## src/rtl/ram_ctrl_pkg.sv

```systemverilog
// Shared definitions for the RAM request controller and its RAM_SP_64_8 neighbour.
package ram_ctrl_pkg;

   localparam int RAM_ADDR_W = 6;
   localparam int RAM_DATA_W = 16;

   localparam logic RAM_RD = 1'b0;
   localparam logic RAM_WR = 1'b1;

   typedef enum logic [2:0] {
      IDLE = 3'd0,
      ACC0 = 3'd1,
      ACC1 = 3'd2,
      WAIT = 3'd3,
      RESP = 3'd4
   } state_t;

endpackage

```

## src/rtl/ram_req_ctrl.sv

```systemverilog
// Sequences 16/32-bit load/store requests into halfword accesses on a single-port RAM
// and returns reassembled load data over a valid/ready response channel.
module ram_req_ctrl
   import ram_ctrl_pkg::*;
#(
   parameter int ADDR_W = RAM_ADDR_W,
   parameter int DATA_W = RAM_DATA_W
) (
   input  logic                  clk,
   input  logic                  rst_n,
   input  logic                  req_valid,
   output logic                  req_ready,
   input  logic                  req_we,
   input  logic                  req_word,
   input  logic [ADDR_W-1:0]     req_addr,
   input  logic [2*DATA_W-1:0]   req_wdata,
   output logic                  rsp_valid,
   input  logic                  rsp_ready,
   output logic [2*DATA_W-1:0]   rsp_rdata,
   output logic [ADDR_W-1:0]     ram_add,
   output logic [DATA_W-1:0]     ram_data_in,
   output logic                  ram_r_w,
   output logic                  ram_enable,
   output logic                  ram_ce,
   input  logic [DATA_W-1:0]     ram_data_out
);

   state_t                state_q, state_d;
   logic                  we_q, we_d;
   logic                  word_q, word_d;
   logic [ADDR_W-1:0]     addr_q, addr_d;
   logic [2*DATA_W-1:0]   wdata_q, wdata_d;
   logic [2*DATA_W-1:0]   rdata_q, rdata_d;
   logic                  rsp_valid_q, rsp_valid_d;
   logic                  req_ready_q, req_ready_d;
   logic [ADDR_W-1:0]     ram_add_q, ram_add_d;
   logic [DATA_W-1:0]     ram_din_q, ram_din_d;
   logic                  ram_rw_q, ram_rw_d;
   logic                  ram_en_q, ram_en_d;

   // Next-state, request latching and read-data capture.
   always_comb begin
      state_d = state_q;
      we_d    = we_q;
      word_d  = word_q;
      addr_d  = addr_q;
      wdata_d = wdata_q;
      rdata_d = rdata_q;
      case (state_q)
         IDLE: begin
            if (req_valid) begin
               we_d    = req_we;
               word_d  = req_word;
               addr_d  = req_addr;
               wdata_d = req_wdata;
               state_d = ACC0;
            end else begin
               state_d = IDLE;
            end
         end
         ACC0: begin
            if (word_q) begin
               state_d = ACC1;
            end else if (we_q) begin
               state_d = RESP;
               rdata_d = {(2*DATA_W){1'b0}};
            end else begin
               state_d = WAIT;
            end
         end
         ACC1: begin
            if (we_q) begin
               state_d = RESP;
               rdata_d = {(2*DATA_W){1'b0}};
            end else begin
               state_d = WAIT;
               rdata_d[DATA_W-1:0] = ram_data_out;
            end
         end
         WAIT: begin
            state_d = RESP;
            // Halfword loads overwrite the whole word so stale upper data never leaks.
            if (word_q) begin
               rdata_d[2*DATA_W-1:DATA_W] = ram_data_out;
            end else begin
               rdata_d = {{DATA_W{1'b0}}, ram_data_out};
            end
         end
         RESP: begin
            if (rsp_ready) begin
               state_d = IDLE;
            end else begin
               state_d = RESP;
            end
         end
         default: begin
            state_d = IDLE;
         end
      endcase
   end

   // RAM strobe and handshake outputs are decoded from the next state so they arrive registered.
   always_comb begin
      ram_en_d  = 1'b0;
      ram_add_d = {ADDR_W{1'b0}};
      ram_din_d = {DATA_W{1'b0}};
      ram_rw_d  = RAM_RD;
      case (state_d)
         ACC0: begin
            ram_en_d  = 1'b1;
            ram_add_d = addr_d;
            ram_din_d = wdata_d[DATA_W-1:0];
            ram_rw_d  = we_d ? RAM_WR : RAM_RD;
         end
         ACC1: begin
            ram_en_d  = 1'b1;
            ram_add_d = addr_d + {{(ADDR_W-1){1'b0}}, 1'b1};
            ram_din_d = wdata_d[2*DATA_W-1:DATA_W];
            ram_rw_d  = we_d ? RAM_WR : RAM_RD;
         end
         default: begin
            ram_en_d  = 1'b0;
         end
      endcase
      rsp_valid_d = (state_d == RESP);
      req_ready_d = (state_d == IDLE);
   end

   // State and output registers.
   always_ff @(posedge clk or negedge rst_n) begin
      if (!rst_n) begin
         state_q     <= IDLE;
         we_q        <= 1'b0;
         word_q      <= 1'b0;
         addr_q      <= {ADDR_W{1'b0}};
         wdata_q     <= {(2*DATA_W){1'b0}};
         rdata_q     <= {(2*DATA_W){1'b0}};
         rsp_valid_q <= 1'b0;
         req_ready_q <= 1'b1;
         ram_add_q   <= {ADDR_W{1'b0}};
         ram_din_q   <= {DATA_W{1'b0}};
         ram_rw_q    <= 1'b0;
         ram_en_q    <= 1'b0;
      end else begin
         state_q     <= state_d;
         we_q        <= we_d;
         word_q      <= word_d;
         addr_q      <= addr_d;
         wdata_q     <= wdata_d;
         rdata_q     <= rdata_d;
         rsp_valid_q <= rsp_valid_d;
         req_ready_q <= req_ready_d;
         ram_add_q   <= ram_add_d;
         ram_din_q   <= ram_din_d;
         ram_rw_q    <= ram_rw_d;
         ram_en_q    <= ram_en_d;
      end
   end

   assign req_ready   = req_ready_q;
   assign rsp_valid   = rsp_valid_q;
   assign rsp_rdata   = rdata_q;
   assign ram_add     = ram_add_q;
   assign ram_data_in = ram_din_q;
   assign ram_r_w     = ram_rw_q;
   assign ram_enable  = ram_en_q;
   assign ram_ce      = ram_en_q;

endmodule

```

## config.mk

```make
export PLATFORM = sky130hd
export DESIGN_NAME = ram_req_ctrl
export DESIGN_NICKNAME = d
export VERILOG_FILES = /design/src/rtl/ram_ctrl_pkg.sv /design/src/rtl/ram_req_ctrl.sv
export SDC_FILE = /design/constraint.sdc
export NUM_CORES = 1
export LEC_CHECK = 0
export ABC_AREA = 1
export BUFFER_PORTS_ARGS = -buffer_cell sky130_fd_sc_hd__buf_4
export CAP_MARGIN = 0
export CORE_MARGIN = 3
export CORE_UTILIZATION = 45
export CTS_BUF_LIST = sky130_fd_sc_hd__clkbuf_16
export CTS_CLUSTER_SIZE = 14
export DETAILED_ROUTE_END_ITERATION = 6
export HOLD_SLACK_MARGIN = 0.15
export PLACE_DENSITY = 0.85
export SLEW_MARGIN = 40
export SYNTH_ARGS = -nofsm -noshare
export SYNTH_HDL_FRONTEND = slang
export SYNTH_SLANG_ARGS = --single-unit
export TNS_END_PERCENT = 1
```

## constraint.sdc

```tcl
create_clock -name clk -period 1.47 [get_ports clk]
set_input_delay 0.3675 -clock clk [delete_from_list [all_inputs] [get_ports clk]]
set_output_delay 0.3675 -clock clk [all_outputs]
set_load 0.01 [all_outputs]
```

==> results.cfg, run 1 <==
[floorplan]
dieArea_sq_um = 9070
start_util_pct = 47.9
rows = 31
io_pins = 119
die_h_um = 95.3
die_w_um = 95.3
core_area_sq_um = 7490

[min_path]
min-delay-start = req_wdata[23]
hp-class = primary input to register
whs_path_depth = 3
holdPathEnd = wdata_q[23]$_DFF_PN0_

[yosys]
yosys-top-cells-area = dfrtp_1, nand2_1, inv_1
synth_edf_count = 0
async_reset_ff_share_pct = 100
yosysUniqueCellTypes = 32
yosys-top-cells-count = nand2_1, dfrtp_1, inv_1
netlist_instances = 376
synth-seq-cells = 85
synth_area_sq_um = 3580
synthesis.nets = 437
synth_largest_area_cell = dfrtp_1
ys.flop_type = dfrtp_1
yosys_warnings = 0
synth.most_common_cell = nand2_1
ys_seq_area_share_pct = 59.4
synth.top_cell.area_share_pct = 58.6
syn_avg_cell_area_sq_um = 9.53

[route]
drc_errors = 0
antenna_left = 0
wire_per_inst_um = 13.9
routed_wl_mm = 8.61
first_pass_iters = 4
dr_total_vias = 2987
drtIter0Drc = 75
vias_per_cell = 4.83

[worst_setup_path]
max_stage_delay_ps = 420
crit_path_end_kind = register
cp-start-kind = register
r2r_setup_slack_ps = -60
crit_chain = inv_2 > nand2_4 > nor2_4 > nand2_2 > nand2_4 > buf_6 > nand3_2 > o21bai_1 > nand3_1 > nand2_2
crit_slowest_cell = dfrtp_1
cp_max_fo = 3
reg2reg_from = state_q[0]$_DFF_PN0_
critPathRequiredTime_ps = 1730
critPathArrivalTime_ps = 1790
r2r_end = ram_add[5]$_DFF_PN0_
path_class = register to register
r2r_cells = 10

[power]
pwr-share-clk_pct = 21.2
leakage_nw = 2.74
intPower_w = 0.00648
p_comb_share_pct = 43.8
power_switching_share_pct = 35.9
powerDensity_nw_per_um2 = 1970
finalPower_w = 0.0101
pwr-share-seq_pct = 35.0
switching_power_w = 0.00364
vdd_drop_max_mv = 0.956

[cts]
cts_tree = built
clock-sinks = 85
htreeDepth = 3
cts.reportedPaths.clkPinSlew_ps = 60
clock_latency_ps = 320
clockBufferDepth = 2
root_buffer = clkbuf_16
cts_buffers = 9

[grt]
antenna_found_initial = 0
grt_pass1_wl_mm = 13.9
gr-usage-met1_pct = 25.7
grt_usage_pct = 19.8
overflow = 0
grt_max_degree = 38
grt_use_met3_pct = 3.39
grt_pass1_vias = 2993
grt_busiest_layer = met2
met2_usage_pct = 33.3

[run_status]
violations = negative setup slack
outcome = complete, but fails checks

[place]
placed_cell_area_sq_um = 4710
placedCellCount = 596
pre_cts_ws_ps = -105
dp_hpwl_mm = 6.36
place.port_buffers = 118
gp_congestion = 0.755

[final_layout]
diodes = 0
nNetsFinal = 576
fill_cells = 569
instances_no_fill = 619
synthToLayoutAreaGrowth_pct = 43.1
final_cell_area_sq_um = 5130
drive_above_1_share_pct = 40.8

[timing]
relSlewSlack_pct = 75.6
setup_tns_ps = -105
rsz0062_at_grt = yes
setup_ws_ps = -62.0
maxSlewViolCount = 0
fmax_mhz = 653
finalCritPeriodShare_pct = 104
final-hold-violation-count = 0
worst-slew-pin-transition_ps = 365
skew_ps = 6.88
min_period_ps = 1530
setup_viol = 4

[job]
drv_cap = 0
power by group through the flow:
| stage | combinational [W] | sequential [W] | clock, W |
|---|---|---|---|
| after floorplan | 0.00209 | 0.00374 | 0 |
| after global placement | 0.00389 | 0.00354 | 0 |
| after detailed placement | 0.00401 | 0.00357 | 0 |
| after CTS | 0.00441 | 0.00354 | 0.00219 |
| after global routing | 0.00487 | 0.00362 | 0.00231 |
| final | 0.00443 | 0.00354 | 0.00215 |
per-layer routing:
layer / up-vias / part of all wire, %
met5: - / 0
met4: 0 / 1.4
met3: 10 / 5.7
met2: 98 / 50
met1: 1415 / 43
li1: 1464 / -
registers in the layout, summed over array words and instances (netlist names), 3 cells and up:
register / flops
ram_data_in: 16
state_q: 3
ram_add: 6
rsp_rdata: 32
addr_q: 6
wdata_q: 16
critical path: cells and delay by family (launching register included):
family | cells | cell delay, ps
AND/OR/NAND/NOR | 7 | 680
flip-flops | 1 | 420
buffers and inverters | 2 | 230
AO/OA/AOI/OAI | 1 | 150
kinds of logic after synthesis:
kind of cell	after synthesis	synth area share (%)
buf+inv	80	9.56
flops	85	59.4
simple gates	135	17.1
compound gates	75	13.6
fa+ha+maj	1	0.349
area by class of cell:
class / count / area (sq um) / share of cell area (%)
clock buffers: 9 / 225 / 4.39
repair buffers: 145 / 1150 / 22.4
multi-input cells: 211 / 1200 / 23.5
flip-flops and latches: 85 / 2130 / 41.5
well taps: 99 / 124 / 2.41
inverters: 63 / 239 / 4.66
clock inverters: 7 / 58.8 / 1.15
cells in the final DEF, fill, tap and decap left out, types with 2 or more instances in the layout:
master,synthesis,final
buf_12,0,4
buf_4,5,138
buf_6,2,2
clkbuf_16,0,9
clkinv_2,0,2
dfrtp_1,84,82
dfrtp_2,0,2
inv_1,57,59
inv_2,6,5
nand2_1,100,90
nand2_2,6,11
nand2_4,0,5
nand3_1,7,5
nand3_2,2,4
nand4_1,2,2
nor2_1,7,5
nor2_2,2,2
nor2_4,2,4
nor3_2,2,2
o21ai_0,40,32
o21ai_1,9,17
o21ai_2,3,3
o21bai_1,2,2
o221ai_1,2,2
o22ai_1,6,6
o22ai_2,10,10
what timing repair did:
item / CTS / global route
gates resized for setup: 19 / 11
pin swaps: 15 / 8
endpoints found under the hold margin: 14 / 0
endpoints found under the setup margin: 35 / 56
buffers inserted: 6 / 0
hold buffers: 1 / 0
worst max path at each step:
stage / from / depth (start not counted) / slack (ps) / end
floorplan: state_q[0]$_DFF_PN0_ / 8 / -10 / ram_add[2]$_DFF_PN0_
global placement: state_q[2]$_DFF_PN0_ / 6 / -10 / ram_data_in[14]$_DFF_PN0_
detailed placement: state_q[1]$_DFF_PN0_ / 10 / -100 / ram_add[4]$_DFF_PN0_
CTS: state_q[1]$_DFF_PN0_ / 10 / -60 / ram_add[5]$_DFF_PN0_
global route: state_q[0]$_DFF_PN0_ / 8 / -180 / ram_add[5]$_DFF_PN0_
finish: state_q[0]$_DFF_PN0_ / 10 / -60 / ram_add[5]$_DFF_PN0_
per-stage QoR:
stage / utilization (%) / hold WS (ps)
floorplan: - / 71.9
global placement: 62.9 / 249
detailed placement: 62.9 / 247
CTS: 68.4 / 254
global route: 68.5 / 267
finish: 68.5 / 266
Note: power is estimated with default switching activity, not from simulation.
==> run 2, diff against run 1 <==
- ABC_AREA: 1 -> not set
- CORE_UTILIZATION: 45 -> 44
- SETUP_SLACK_MARGIN: not set -> 0.4
==> run 2 against run 1 <==
Compared with the run above:
- the flow still finishes with violations (negative setup slack)
- sequential power increased by 12%
- flip-flop and latch count unchanged
- total power up 5.8%
- via count shrank 6.1%
- combinational power is essentially flat
- sequential share of layout area rose by 0.16 points
- critical path type unchanged
- critical endpoint is now ram_add[2]$_DFF_PN0_
- largest cell class unchanged
==> results.cfg, run 2 <==
[worst_setup_path]
crit_buf_inv = 0
crit_path_end_kind = register
critPathArrivalTime_ps = 2190
crit_slowest_cell = or4b_4
critPathRequiredTime_ps = 1740
crit_chain = or4b_4 > nand2_2 > nand2_2 > ha_4 > or4_1 > nand3_1
r2r_end = ram_add[2]$_DFF_PN0_
reg2reg_from = state_q[2]$_DFF_PN0_
cp-start-kind = register
cp_max_fo = 4
crit_family = simple AND/OR/NAND/NOR gates
r2r_setup_slack_ps = -450
r2r_cells = 6
max_stage_delay_ps = 560
path_class = register to register
crit_top_cell = nand2_2

[yosys]
synth_edf_count = 0
async_reset_ff_share_pct = 100
ys.flop_type = dfrtp_1
netlist_instances = 307
yosysUniqueCellTypes = 37
yosys_warnings = 0
synth.top_cell.area_share_pct = 61.8
synthesis.nets = 368
synth-seq-cells = 85
ys_seq_area_share_pct = 62.6
yosys-top-cells-count = nand2_1, dfrtp_1, a22o_1, a32o_1, buf_2
syn_avg_cell_area_sq_um = 11.1
synth_largest_area_cell = dfrtp_1
synth.most_common_cell = nand2_1
yosys-top-cells-area = dfrtp_1, nand2_1, a32o_1
synth_area_sq_um = 3400

[timing]
rsz0062_at_grt = yes
min_period_ps = 1920
setup_viol = 56
relSlewSlack_pct = 55.2
setup_ws_ps = -451
skew_ps = 6.90
finalCritPeriodShare_pct = 131
maxSlewViolCount = 0
final-hold-violation-count = 0
fmax_mhz = 521
worst-slew-pin-transition_ps = 670

[final_layout]
diodes = 0
layout_common_cells = nand2_1, dfrtp_1, buf_4, buf_6, a22o_1
fin_util_pct = 69.3
largest_reg_flops = 32
synthToLayoutAreaGrowth_pct = 50.1
fill_cells = 509
final_common_cell = nand2_1
instances_no_fill = 543
nNetsFinal = 500
drive_above_1_share_pct = 39.9

[route]
dr_total_vias = 2805
routed_wl_mm = 8.84
vias_per_cell = 5.17
antenna_left = 0
wire_per_inst_um = 16.3
wl_met3_um = 387
first_pass_iters = 4
wl_met1_mm = 3.53
top_layer_used = met4
drtIter0Drc = 213
drc_errors = 0
met2WireLength_mm = 4.79

[floorplan]
io_pins = 119
rows = 31
die_h_um = 93.9
dieArea_sq_um = 8820
die_w_um = 93.9
core_area_sq_um = 7370
start_util_pct = 46.1

[place]
gp_congestion = 0.824
placedCellCount = 523
place.port_buffers = 118
dp_hpwl_mm = 6.22

[grt]
grt_pass1_wl_mm = 14.4
grt_usage_pct = 20.9
grt_pass1_vias = 2886
overflow = 0
grt_max_degree = 34
antenna_found_initial = 0

[min_path]
hp-class = primary input to register
min-delay-start = req_wdata[4]
holdPathEnd = ram_data_in[4]$_DFF_PN0_
whs_path_depth = 3

[cts]
clock_latency_ps = 330
root_buffer = clkbuf_16
cts.reportedPaths.clkPinSlew_ps = 70
clock-sinks = 85
clockBufferDepth = 2
cts_buffers = 9
htreeDepth = 3
cts_tree = built

[power]
powerDensity_nw_per_um2 = 2100
leakage_nw = 2.65
vdd_drop_max_mv = 1.03

[run_status]
violations = negative setup slack
outcome = complete, but fails checks

[job]
drv_cap = 0
## run 2: worst max path at each step
stage,startpoint,end,slack (ps),cells after the start
global placement,req_valid,ram_add[2]$_DFF_PN0_,-490,7
finish,state_q[2]$_DFF_PN0_,ram_add[2]$_DFF_PN0_,-450,6
CTS,state_q[2]$_DFF_PN0_,ram_add[2]$_DFF_PN0_,-400,6
floorplan,state_q[0]$_DFF_PN0_,ram_add[2]$_DFF_PN0_,-610,8
global route,state_q[0]$_DFF_PN0_,addr_q[4]$_DFF_PN0_,-490,8
detailed placement,req_valid,ram_add[2]$_DFF_PN0_,-560,7
## run 2: report_power, final
group | switching, W | internal [W] | leakage, nW | total [W]
clock network | 0.000958 | 0.00134 | 0.143 | 0.00229
logic | 0.00200 | 0.00243 | 1.39 | 0.00443
registers | 0.000683 | 0.00330 | 1.11 | 0.00398
total | 0.00364 | 0.00707 | 2.65 | 0.0107
## run 2: metrics by stage
step	TNS [ps]	cell area (sq um)	total power, W	worst slack [ps]	hold slack, ps
finish	-3270	5100	0.0107	-451	222
global route	-8680	5100	0.0113	-485	218
CTS	-1500	5090	0.0107	-403	220
detailed placement	-6860	4490	0.00777	-558	291
global placement	-4970	4490	0.00759	-491	289
floorplan	-1970	3420	0.00597	-615	71.9
## run 2: worst min-delay path, cell delays in order
cell	delay [ps]
buf_4	80
nand2_1	40
nand2_1	40
## run 2: layout make-up
| class | instances | area (sq um) | area share (%) |
|---|---|---|---|
| clock inverter | 7 | 80.1 | 1.57 |
| sequential | 85 | 2130 | 41.7 |
| multi-input combinational | 199 | 1170 | 22.8 |
| timing repair buffer | 142 | 1370 | 26.9 |
| tap | 99 | 124 | 2.43 |
| clock buffer | 9 | 225 | 4.41 |
| inverter | 2 | 7.51 | 0.147 |
## run 2: per-layer routing
metal	up-vias	global-route usage (%)
li1	1313	-
met1	1397	26.2
met2	84	36.6
met3	11	4.09
met4	0	5.78
met5	-	0
## run 2: repair_timing
item,in CTS,in global routing
gates resized for setup,71,4
setup buffers,2,1
pin swaps,13,4
hold buffers,1,0
endpoints found under the setup margin,144,144
endpoints found under the hold margin,20,0
## run 2: cell families after synthesis
family                     Yosys count  synth area share, %
buffers and inverters               23                 4.19
xor gates and xnor gates             3                0.773
DFF                                 85                 62.6
adders and majority gates            1                0.368
and+or+nand+nor                    150                 20.8
AOI/OAI and AO/OA                   45                 11.3
==> run 3, diff against run 2 <==
- SETUP_SLACK_MARGIN: 0.4 -> 0.2
==> run 3 against run 2 <==
Compared with the run above:
- the run still ends with negative setup slack left
- total power down 3.5%
- worst hold slack worse by 0.84 ps
- sequential power down 3%
- first-iteration DRC count down 17%
- clock skew up 1.8 ps
- final cell count down 0.18%
- critical path depth unchanged
- sequential share of layout area up 1.7 points
- clock-buffer cell count unchanged
- non-clock buffer count down 1
- clock power about the same
- critical endpoint unchanged
- largest cell class unchanged
==> results.cfg, run 3 (same netlist as run 2, synthesis figures left out) <==
[power]
switching_power_w = 0.00356
powerDensity_nw_per_um2 = 2110
pwr-share-seq_pct = 37.6
p_comb_share_pct = 40.2
intPower_w = 0.00677
vdd_drop_max_mv = 1.01
leakage_nw = 2.59
pwr-share-clk_pct = 22.2
finalPower_w = 0.0103
power_switching_share_pct = 34.5

[cts]
cts_buffers = 9
root_buffer = clkbuf_16
clock_latency_ps = 330
cts_tree = built
htreeDepth = 3
clockBufferDepth = 2
clock-sinks = 85
cts.reportedPaths.clkPinSlew_ps = 70

[final_layout]
diodes = 0
nNetsFinal = 499
instances_no_fill = 542
multiInputGateArea_sq_um = 1170
final_common_cell = buf_4
layout_common_cells = buf_4, nand2_1, dfrtp_1, a22o_1, a32o_1
largest_reg_flops = 32
synthToLayoutAreaGrowth_pct = 44.2
fill_cells = 554
layout.area.seq_sq_um = 2130
drive_above_1_share_pct = 39.7

[grt]
grt_use_met3_pct = 4.17
overflow = 0
gr-usage-met1_pct = 25.1
grt_pass1_vias = 2833
grt_pass1_wl_mm = 13.9
antenna_found_initial = 0
grt_usage_pct = 20.2
grt_busiest_layer = met2
grt_max_degree = 34
met2_usage_pct = 35.1

[floorplan]
die_h_um = 93.9
die_w_um = 93.9
start_util_pct = 46.1
rows = 31
dieArea_sq_um = 8820
io_pins = 119
core_area_sq_um = 7370

[run_status]
violations = negative setup slack
outcome = complete, but fails checks

[worst_setup_path]
path_class = register to register
critPathRequiredTime_ps = 1740
cp-start-kind = register
r2r_end = ram_add[2]$_DFF_PN0_
reg2reg_from = state_q[2]$_DFF_PN0_
r2r_cells = 6
cp_max_fo = 4
crit_path_end_kind = register
critPathArrivalTime_ps = 2190
r2r_setup_slack_ps = -450

[timing]
relSlewSlack_pct = 55.3
skew_ps = 8.71
rsz0062_at_grt = yes
finalCritPeriodShare_pct = 131
fmax_mhz = 521
worst-slew-pin-transition_ps = 669
maxSlewViolCount = 0
min_period_ps = 1920
setup_ws_ps = -450
final-hold-violation-count = 0
hold_ws_ps = 221
setup_viol = 34

[route]
vias_per_cell = 5.15
first_pass_iters = 4
drtIter0Drc = 177
drc_errors = 0
dr_total_vias = 2793
antenna_left = 0
routed_wl_mm = 8.78
wire_per_inst_um = 16.2

[place]
place.port_buffers = 118
pre_cts_ws_ps = -558
gp_congestion = 0.824
dp_hpwl_mm = 6.22
placedCellCount = 523

[min_path]
whs_path_depth = 3
holdPathEnd = ram_data_in[4]$_DFF_PN0_
hp-class = primary input to register
min-delay-start = req_wdata[4]

[job]
drv_cap = 0
run 3: cell count changes in the layout (fill, tap and decap cells not counted):
cell and delta:
buf_4 +51, buf_6 -52, inv_2 -1, or4b_2 -1, inv_4 +1, nand3_1 +1
nand2_1 -1, nand3_2 -1, or4b_4 +1, nand2_2 +1
run 3: layout make-up:
cell class / instances / area share (%)
Tap cell: 99 / 2.53
Clock inverter: 7 / 1.63
Timing Repair Buffer: 141 / 23.9
Sequential cell: 85 / 43.4
Inverter: 2 / 0.204
Clock buffer: 9 / 4.59
Multi-Input combinational cell: 199 / 23.8
run 3: what timing repair did:
| action | CTS | global route |
|---|---|---|
| resized for setup | 13 | 12 |
| setup buffers | 2 | 0 |
| hold endpoints to repair | 20 | 0 |
| endpoints found under the setup margin | 82 | 90 |
| pin swaps | 13 | 12 |
| hold buffers | 1 | 0 |
run 3: worst max-delay path by stage:
stage | start | endpoint | slack, ps | cells past startpoint
after CTS | state_q[2]$_DFF_PN0_ | ram_add[2]$_DFF_PN0_ | -400 | 6
after global routing | state_q[2]$_DFF_PN0_ | ram_add[2]$_DFF_PN0_ | -500 | 6
after detailed placement | req_valid | ram_add[2]$_DFF_PN0_ | -560 | 7
after floorplan | state_q[0]$_DFF_PN0_ | ram_add[2]$_DFF_PN0_ | -610 | 8
final | state_q[2]$_DFF_PN0_ | ram_add[2]$_DFF_PN0_ | -450 | 6
after global placement | req_valid | ram_add[2]$_DFF_PN0_ | -490 | 7
run 3: stage by stage:
step	instance area [sq um]	util, %	TNS, ps
4_1_cts	4870	66.1	-1500
5_1_grt	4900	66.6	-5640
3_3_place_gp	4490	60.9	-4970
6_report	4900	66.6	-1910
3_5_place_dp	4490	60.9	-6860
2_1_floorplan	3420	-	-1970
run 3: routing by layer:
metal	share of wire, %	wire (um)
met5	0	0
met4	1.7	149
met3	4.2	368
met2	54	4770
met1	40	3490
run 3: critical path: stages (launching register included):
cell and delay [ps]:
dfrtp_1 390, or4b_4 580, nand2_2 90, nand2_2 80, ha_4 180, or4_1 460
nand3_1 80
run 3: power by group through the flow:
stage,Combinational [W],Clock (W),Sequential [W]
2_1_floorplan,0.00190,0,0.00407
3_3_place_gp,0.00376,0,0.00383
3_5_place_dp,0.00390,0,0.00387
4_1_cts,0.00409,0.00231,0.00386
5_1_grt,0.00451,0.00245,0.00398
6_report,0.00416,0.00230,0.00388
